**src/rtl/adc_capture_ctrl.sv**
```systemverilog
// ADC capture controller: arms on a command pulse, waits for the synchronised
// trigger, then streams packed sample words into the FIFO until count or full.
module adc_capture_ctrl #(
    parameter int CNT_W = 16
) (
    input  logic             clk_i,
    input  logic             reset_i,
    input  logic [9:0]       adc_data_i,
    input  logic             adc_or_i,
    input  logic             locked_i,
    input  logic             trigger_i,
    input  logic             trigger_mode_i,
    input  logic             trigger_wait_i,
    input  logic             arm_i,
    input  logic             abort_i,
    input  logic [CNT_W-1:0] num_samples_i,
    input  logic             fifo_full_i,
    output logic [15:0]      fifo_din_o,
    output logic             fifo_wr_en_o,
    output logic             armed_o,
    output logic             capturing_o,
    output logic             done_o,
    output logic [CNT_W-1:0] sample_count_o
);

    typedef enum logic [2:0] {
        IDLE,
        WAIT_INACTIVE,
        ARMED,
        CAPTURE,
        DONE
    } state_t;

    state_t           state, state_nxt;
    logic             trig_m, trig_s;
    logic             active;
    logic [CNT_W-1:0] limit, limit_nxt;
    logic [CNT_W-1:0] cnt_nxt, cnt_inc;
    logic [15:0]      din_nxt;
    logic             wr_nxt;
    logic [15:0]      word;

    assign active = (trig_s == trigger_mode_i);
    assign word   = {1'b1, 2'b00, locked_i, adc_or_i, adc_data_i[9:7], 1'b0, adc_data_i[6:0]};
    // Saturating increment: the counter sticks at all-ones instead of wrapping.
    assign cnt_inc = (&sample_count_o) ? sample_count_o : sample_count_o + CNT_W'(1);

    always_ff @(posedge clk_i) begin
        if (!reset_i) begin
            state          <= IDLE;
            trig_m         <= 1'b0;
            trig_s         <= 1'b0;
            limit          <= '0;
            fifo_din_o     <= '0;
            fifo_wr_en_o   <= 1'b0;
            sample_count_o <= '0;
        end else begin
            state          <= state_nxt;
            trig_m         <= trigger_i;
            trig_s         <= trig_m;
            limit          <= limit_nxt;
            fifo_din_o     <= din_nxt;
            fifo_wr_en_o   <= wr_nxt;
            sample_count_o <= cnt_nxt;
        end
    end

    always_comb begin
        state_nxt = state;
        limit_nxt = limit;
        din_nxt   = fifo_din_o;
        wr_nxt    = 1'b0;
        cnt_nxt   = sample_count_o;
        if (abort_i) begin
            state_nxt = IDLE;
        end else begin
            case (state)
                IDLE, DONE: begin
                    if (arm_i) begin
                        cnt_nxt   = '0;
                        state_nxt = (trigger_wait_i && active) ? WAIT_INACTIVE : ARMED;
                    end
                end
                WAIT_INACTIVE: if (!active) state_nxt = ARMED;
                ARMED: begin
                    // Request is frozen here so later changes cannot shorten the burst.
                    if (active) begin
                        state_nxt = CAPTURE;
                        limit_nxt = num_samples_i;
                    end
                end
                CAPTURE: begin
                    if (fifo_full_i) begin
                        state_nxt = DONE;
                    end else begin
                        wr_nxt  = 1'b1;
                        din_nxt = word;
                        cnt_nxt = cnt_inc;
                        if (limit != '0 && cnt_inc == limit) state_nxt = DONE;
                    end
                end
                default: state_nxt = IDLE;
            endcase
        end
    end

    assign armed_o     = (state == WAIT_INACTIVE) || (state == ARMED);
    assign capturing_o = (state == CAPTURE);
    assign done_o      = (state == DONE);

endmodule

```
**config.mk**
```make
export PLATFORM = sky130hd
export DESIGN_NAME = adc_capture_ctrl
export DESIGN_NICKNAME = d
export VERILOG_FILES = /design/src/rtl/adc_capture_ctrl.sv
export SDC_FILE = /design/constraint.sdc
export NUM_CORES = 1
export LEC_CHECK = 0
export CAP_MARGIN = 20
export CORE_UTILIZATION = 40
export DETAILED_ROUTE_END_ITERATION = 7
export GPL_ROUTABILITY_DRIVEN = 0
export PLACE_DENSITY_LB_ADDON = 0.15
export SKIP_CTS_REPAIR_TIMING = 1
export SKIP_LAST_GASP = 1
export SLEW_MARGIN = 20
export SYNTH_ARGS = -nofsm -noshare
export SYNTH_HDL_FRONTEND = slang
export SYNTH_SLANG_ARGS = --single-unit
```
**constraint.sdc**
```tcl
create_clock -name clk_i -period 2.4 [get_ports clk_i]
set_input_delay 0.72 -clock clk_i [delete_from_list [all_inputs] [get_ports clk_i]]
set_output_delay 0.72 -clock clk_i [all_outputs]
set_load 0.03 [all_outputs]
```
==> results.json, run 1 <==
{
  "syn_inst": 388,
  "synth-warning-count": 0,
  "post-route-min-period_ns": 2.339,
  "synth_top_family_by_area": "simple AND/OR/NAND/NOR gates",
  "fin_util_pct": 57.38,
  "cts_buffer_depth": 2,
  "nNetsFinal": 519,
  "cts_inserted_buffers": 5,
  "ys_seq_elements": 51,
  "setup_violations": 0,
  "syn_area_per_cell_sq_um": 7.904,
  "rsz0062_at_grt": "false",
  "fin_skew_ns": 0.01027,
  "fillerInstances": 697,
  "tritoncts": "done",
  "synth_fa_ha_area_share_pct": 0.4080,
  "grt_pass1_vias": 2910,
  "synth_xor_area_share_pct": 4.570,
  "critPathKind": "reg -> out",
  "syn_area_sq_um": 3067,
  "synth-compound-area-share_pct": 18.24,
  "min_to": "trig_s",
  "antenna_found_initial": 0,
  "cp-start-kind": "flip-flop",
  "antenna_left": 0,
  "outcome": "finished, final reports clean",
  "max_freq_mhz": 427.5,
  "slew_violations": 0,
  "io_pins": 72,
  "tightest_slew_ns": 0.4896,
  "wl_per_cell_um": 15.43,
  "grt_max_degree": 46,
  "p_leak_nw": 1.604,
  "antenna_cells": 0,
  "period_share_pct": 97.46,
  "hold_class": "reg -> reg",
  "clock_latency_ns": 0.32,
  "synth_edf_count": 0,
  "firstDrtPassIters": 4,
  "maxCapViolations": 0,
  "r2r_start": "sample_count_o[0]",
  "slew_headroom_pct": 67.02,
  "hold_violations": 0,
  "drive_gt1_share_pct": 16.56,
  "cp_max_fo": 6,
  "via_count": 3212,
  "crit_required_ns": 1.68,
  "num_rows": 31,
  "cp.arrival_ns": 1.62,
  "ff_latch_area_sq_um": 1035,
  "die_h_um": 89.56,
  "drt-total-wl_mm": 8.982,
  "route.detailed.drc": 0,
  "area_growth_pct": 37.17,
  "fp.dieW_um": 89.56,
  "setup_tns_ns": 0,
  "cts_sinks": 51,
  "drt_iter0_drc": 251,
  "io_buffers": 68,
  "end_kind": "output pin",
  "ff2ff_path_depth": 9,
  "netlist-cell-type-count": 63,
  "ff2ff_setup_slack_ns": 0.11,
  "ys.flop_type": "dfxtp_1",
  "clk_pin_slew_ns": 0.11,
  "synth-async-reset-ratio_pct": 0,
  "hold_depth": 1,
  "multiInputGateArea_sq_um": 1874,
  "core_sq_um": 7331,
  "power.density_nw_per_um2": 376.8,
  "dieArea_sq_um": 8021,
  "min_from": "trig_m",
  "ir_drop_mv": 0.2322,
  "synth-simple-area-share_pct": 31.62,
  "dp_hpwl_mm": 6.676,
  "initial_utilization_pct": 41.83,
  "routed_via_density": 5.519,
  "track_usage_pct": 23.35,
  "muxShareOfSynthArea_pct": 5.222,
  "clk_root_buffer_cell": "clkbuf_8",
  "holdWs_ns": 0.4462,
  "grt-ovfl-total": 0,
  "yosysSeqAreaShare_pct": 33.29,
  "reg2reg_to": "state[2]",
  "grt_first_pass_wirelength_mm": 14.35,
  "htree_levels": 2
}
[cell usage in the layout, fill, tap and decap left out, drive strengths merged, types with 3 or more instances in the layout]
| cell type | n |
|---|---|
| a21oi | 35 |
| a2111oi | 3 |
| nand2b | 10 |
| nand2 | 50 |
| xor2 | 6 |
| and3 | 6 |
| dfxtp | 51 |
| nor3 | 18 |
| a211oi | 4 |
| nor2 | 46 |
| nor3b | 3 |
| o21ai | 11 |
| buf | 46 |
| xnor2 | 10 |
| nor4 | 10 |
| or4 | 3 |
| nand3 | 13 |
| dlymetal6s2s | 4 |
| clkbuf | 5 |
| inv | 11 |
| nand4 | 11 |
| mux2i | 16 |
| o21bai | 3 |
| nand3b | 3 |
| clkdlybuf4s50 | 64 |
| conb | 3 |
[cell usage after synthesis (4+ instances only)]
cell,n,area (sq um)
nor4_1,8,50.05
a211oi_1,4,30.03
nand2_1,50,187.7
dfxtp_1,51,1021
nand2b_1,10,62.56
nand3_1,12,60.06
nand4_1,8,50.05
buf_4,7,52.55
xor2_1,6,52.55
clkbuf_1,12,45.04
buf_2,6,30.03
nor2_1,46,172.7
nor3_1,17,85.08
inv_1,8,30.03
a21oi_1,35,175.2
o21ai_0,11,55.05
and3_1,4,25.02
xnor2_1,10,87.58
mux2i_1,16,160.2
[worst max path at each step]
stage | start | to | slack, ns | cells past startpoint
floorplan | sample_count_o[6] | state[2] | 0.02 | 8
global placement | fifo_full_i | sample_count_o[11] | 0.10 | 6
detailed placement | fifo_full_i | sample_count_o[11] | 0.07 | 6
CTS | state[0] | armed_o | -0.15 | 3
global route | sample_count_o[0] | state[2] | 0.005 | 11
finish | sample_count_o[3] | sample_count_o[3] | 0.06 | 2
[registers in the layout (all words and copies together) (netlist names)]
name and flops:
fifo_din_o 13, fifo_wr_en_o 1, limit 16, sample_count_o 16, state 3, trig_m 1
trig_s 1
[critical path, stage by stage (launching register included)]
cell and delay, ns:
dfxtp_1 0.45, buf_4 0.19, clkdlybuf4s50_1 0.67
[area by class of cell]
class,instances,area share (%)
clock buffers,5,1.636
clock inverters,3,0.5354
inverters,9,0.8031
multi-input cells,301,44.56
flip-flops and latches,51,24.60
well taps,99,2.945
repair buffers,114,24.93
[per-stage QoR]
stage | power [mW] | cell area [sq um] | setup slack, ns | cells
final | 1.585 | 4207 | 0.06097 | 582
after global routing | 1.645 | 4207 | 0.005399 | 582
after CTS | 1.596 | 4150 | -0.1542 | 578
after detailed placement | 1.069 | 4059 | 0.06649 | 570
after global placement | 1.067 | 4059 | 0.1033 | 570
after floorplan | 0.9716 | 3088 | 0.01573 | 390
[logic make-up after synthesis]
kind of cell / after synthesis
and+or+nand+nor: 182
AOI/OAI and AO/OA: 83
DFF: 51
buffers and inverters: 38
xor gates and xnor gates: 16
muxes: 16
adders and majority gates: 1
other: 1
[report_power, final]
part           leakage (nW)  internal [mW]  total (mW)  switching [mW]
registers             0.416          0.852       0.863          0.0113
clock network        0.0489          0.212       0.536           0.324
logic                  1.14          0.100       0.186          0.0860
[metal layers]
layer | GRT usage (%) | part of all wire [%]
met1 | 33.05 | 47
met2 | 35.06 | 44
met3 | 5.817 | 8.2
met4 | 6.494 | 1.5
met5 | 0 | 0
Note: power is estimated with default switching activity, not from simulation.
==> inputs of run 2 (changes only) <==
--- a/config.mk
+++ b/config.mk
@@ -5,8 +5,9 @@
 export SDC_FILE = /design/constraint.sdc
 export NUM_CORES = 1
 export LEC_CHECK = 0
+export ABC_AREA = 1
 export CAP_MARGIN = 20
-export CORE_UTILIZATION = 40
+export CORE_UTILIZATION = 44
 export DETAILED_ROUTE_END_ITERATION = 7
 export GPL_ROUTABILITY_DRIVEN = 0
 export PLACE_DENSITY_LB_ADDON = 0.15
==> run 2 against run 1 <==
Clock power is essentially flat. Worst setup slack gained 0.090 ns. Utilization is 3.3 points higher. Worst hold slack lost 0.016 ns. Final area down 14%. Register-to-register slack improved by 0.12 ns. Combinational power rose by 14%. Clock skew shrank 0.0033 ns. Via count shrank 12%. Count of clock-buffer cells in the layout unchanged. Largest power group unchanged.
==> results.json, run 2 <==
{
  "outcome": "finished, final reports clean",
  "period_share_pct": 93.70,
  "synth_top_area_share_pct": 37.43,
  "mostFrequentLayoutCell": "nand2_1",
  "seqPwrFrac_pct": 53.9,
  "critPathKind": "reg -> out",
  "routed_via_density": 4.932,
  "via_count": 2816,
  "post-route-min-period_ns": 2.249,
  "synth_edf_count": 0,
  "power.density_nw_per_um2": 446.7,
  "num_rows": 28,
  "initial_utilization_pct": 45.80,
  "cp_max_fo": 8,
  "synth_top_cells_by_area": "dfxtp_1 37%, nand2_1 15%, nor2_1 8.8%",
  "grt_max_degree": 31,
  "ff_latch_area_sq_um": 1021,
  "drt-total-wl_mm": 6.943,
  "io_buffers": 68,
  "setup_violations": 0,
  "critPathSlowestCell": "clkdlybuf4s50_1",
  "ff2ff_setup_slack_ns": 0.23,
  "p_leak_nw": 1.591,
  "htree_levels": 2,
  "path_buf_inv": 1,
  "track_usage_pct": 23.03,
  "core_sq_um": 5956,
  "tightest_slew_ns": 0.6281,
  "final-instance-count-excl-fill": 571,
  "setup_ws_ns": 0.1511,
  "antenna_found_initial": 0,
  "crit_path_max_incr_delay_ns": 0.73,
  "yosysTopAreaCell": "dfxtp_1",
  "p_comb_share_pct": 13.2,
  "syn_area_sq_um": 2728,
  "drt_iter0_drc": 157,
  "max_freq_mhz": 444.7,
  "total_power_mw": 1.614,
  "fp.dieW_um": 80.74,
  "most-common-layout-cells": "111 x nand2_1, 65 x clkdlybuf4s50_1, 64 x nor2_1",
  "nNetsFinal": 532,
  "netlist-cell-type-count": 31,
  "cp.arrival_ns": 1.53,
  "cts_sinks": 51,
  "reg_top3": "limit: 16 flops, sample_count_o: 16 flops, fifo_din_o: 13 flops",
  "antenna_cells": 0,
  "end_kind": "output pin",
  "cp-start-kind": "flip-flop",
  "cell_internal_pwr_mw": 1.177,
  "cts_inserted_buffers": 5,
  "ys_seq_elements": 51,
  "hold_depth": 2,
  "holdWs_ns": 0.4303,
  "dp_cells": 563,
  "drive_gt1_share_pct": 8.065,
  "route.detailed.drc": 0,
  "wl_per_cell_um": 12.16,
  "maxCapViolations": 0,
  "placed_area_sq_um": 3506,
  "synth_most_common_cell": "nand2_1",
  "grt_first_pass_wirelength_mm": 11.49,
  "clk_pin_slew_ns": 0.10,
  "yosysSeqAreaShare_pct": 37.43,
  "grt-ovfl-total": 0,
  "path_cells": "clkdlybuf4s50_1",
  "pwr-share-clk_pct": 33.0,
  "hold_class": "reg -> reg",
  "switching_share_pct": 27.07,
  "fin_skew_ns": 0.007015,
  "fillerInstances": 592,
  "firstDrtPassIters": 4,
  "netlist_top_cells_count": "111 x nand2_1, 64 x nor2_1, 51 x dfxtp_1",
  "fin_area_sq_um": 3613,
  "ff2ff_path_depth": 18,
  "grt_pass1_vias": 2541,
  "slew_headroom_pct": 58.08,
  "cts_buffer_depth": 2,
  "die_h_um": 80.74,
  "area_growth_pct": 32.48,
  "setup_tns_ns": 0,
  "hold_violations": 0,
  "slew_violations": 0,
  "clk_root_buffer_cell": "clkbuf_8",
  "crit_required_ns": 1.68,
  "antenna_left": 0,
  "synth-async-reset-ratio_pct": 0,
  "ys.flop_type": "dfxtp_1",
  "dp_hpwl_mm": 5.178,
  "detailedPlace.worstSlack_ns": -0.04584,
  "syn_inst": 422,
  "dieArea_sq_um": 6518,
  "rsz0062_at_grt": "false",
  "multiInputGateArea_sq_um": 1449,
  "io_pins": 72,
  "path_depth": 1,
  "tritoncts": "done",
  "fin_util_pct": 60.67,
  "p_sw_uw": 437.0,
  "critPathTopFamily": "buffers and inverters",
  "clock_latency_ns": 0.31,
  "synth-warning-count": 0,
  "ir_drop_mv": 0.2712,
  "syn_area_per_cell_sq_um": 6.464
}
[run 2: changes by cell type after synthesis, moves of 16 or more]
| cell | delta |
|---|---|
| nor2_1 | +18 |
| nand2_1 | +61 |
| mux2i_1 | -16 |
| o21ai_0 | +18 |
| nand3_1 | +19 |
| inv_1 | +31 |
[run 2: worst paths after layout]
path | from | end
max | sample_count_o[12] | sample_count_o[12]
min reg2reg | trig_m | trig_s
max reg2reg | sample_count_o[0] | state[1]
min | trig_m | trig_s
[run 2: cell type report]
type | count | area share (%)
Clock buffer | 5 | 1.904
Inverter | 43 | 4.467
Tap cell | 75 | 2.597
Clock inverter | 3 | 0.7271
Timing Repair Buffer | 82 | 21.95
Sequential cell | 51 | 28.25
Multi-Input combinational cell | 312 | 40.10
[run 2: power groups by stage]
| stage | Clock [mW] | Sequential (mW) | Combinational [mW] |
|---|---|---|---|
| after floorplan | 0 | 0.888 | 0.115 |
| after global placement | 0 | 0.888 | 0.211 |
| after detailed placement | 0 | 0.888 | 0.213 |
| after CTS | 0.554 | 0.869 | 0.214 |
| after global routing | 0.590 | 0.872 | 0.236 |
| final | 0.533 | 0.869 | 0.212 |
[run 2: cells by family after synthesis]
logic type      Yosys count  synth area share, %
simple gates            228                35.14
other cells               1               0.1375
compound gates           68                13.07
flops                    51                37.43
fa+ha+maj                 1               0.4586
xor+xnor                 12                3.853
buf+inv                  61                9.908
[run 2: layer usage]
metal	global-route usage (%)	routed length, um	up-vias
met5	0	0	-
met4	7.857	110	0
met3	6.180	429	9
met2	38.31	3242	76
met1	28.73	3160	1241
li1	-	-	1490
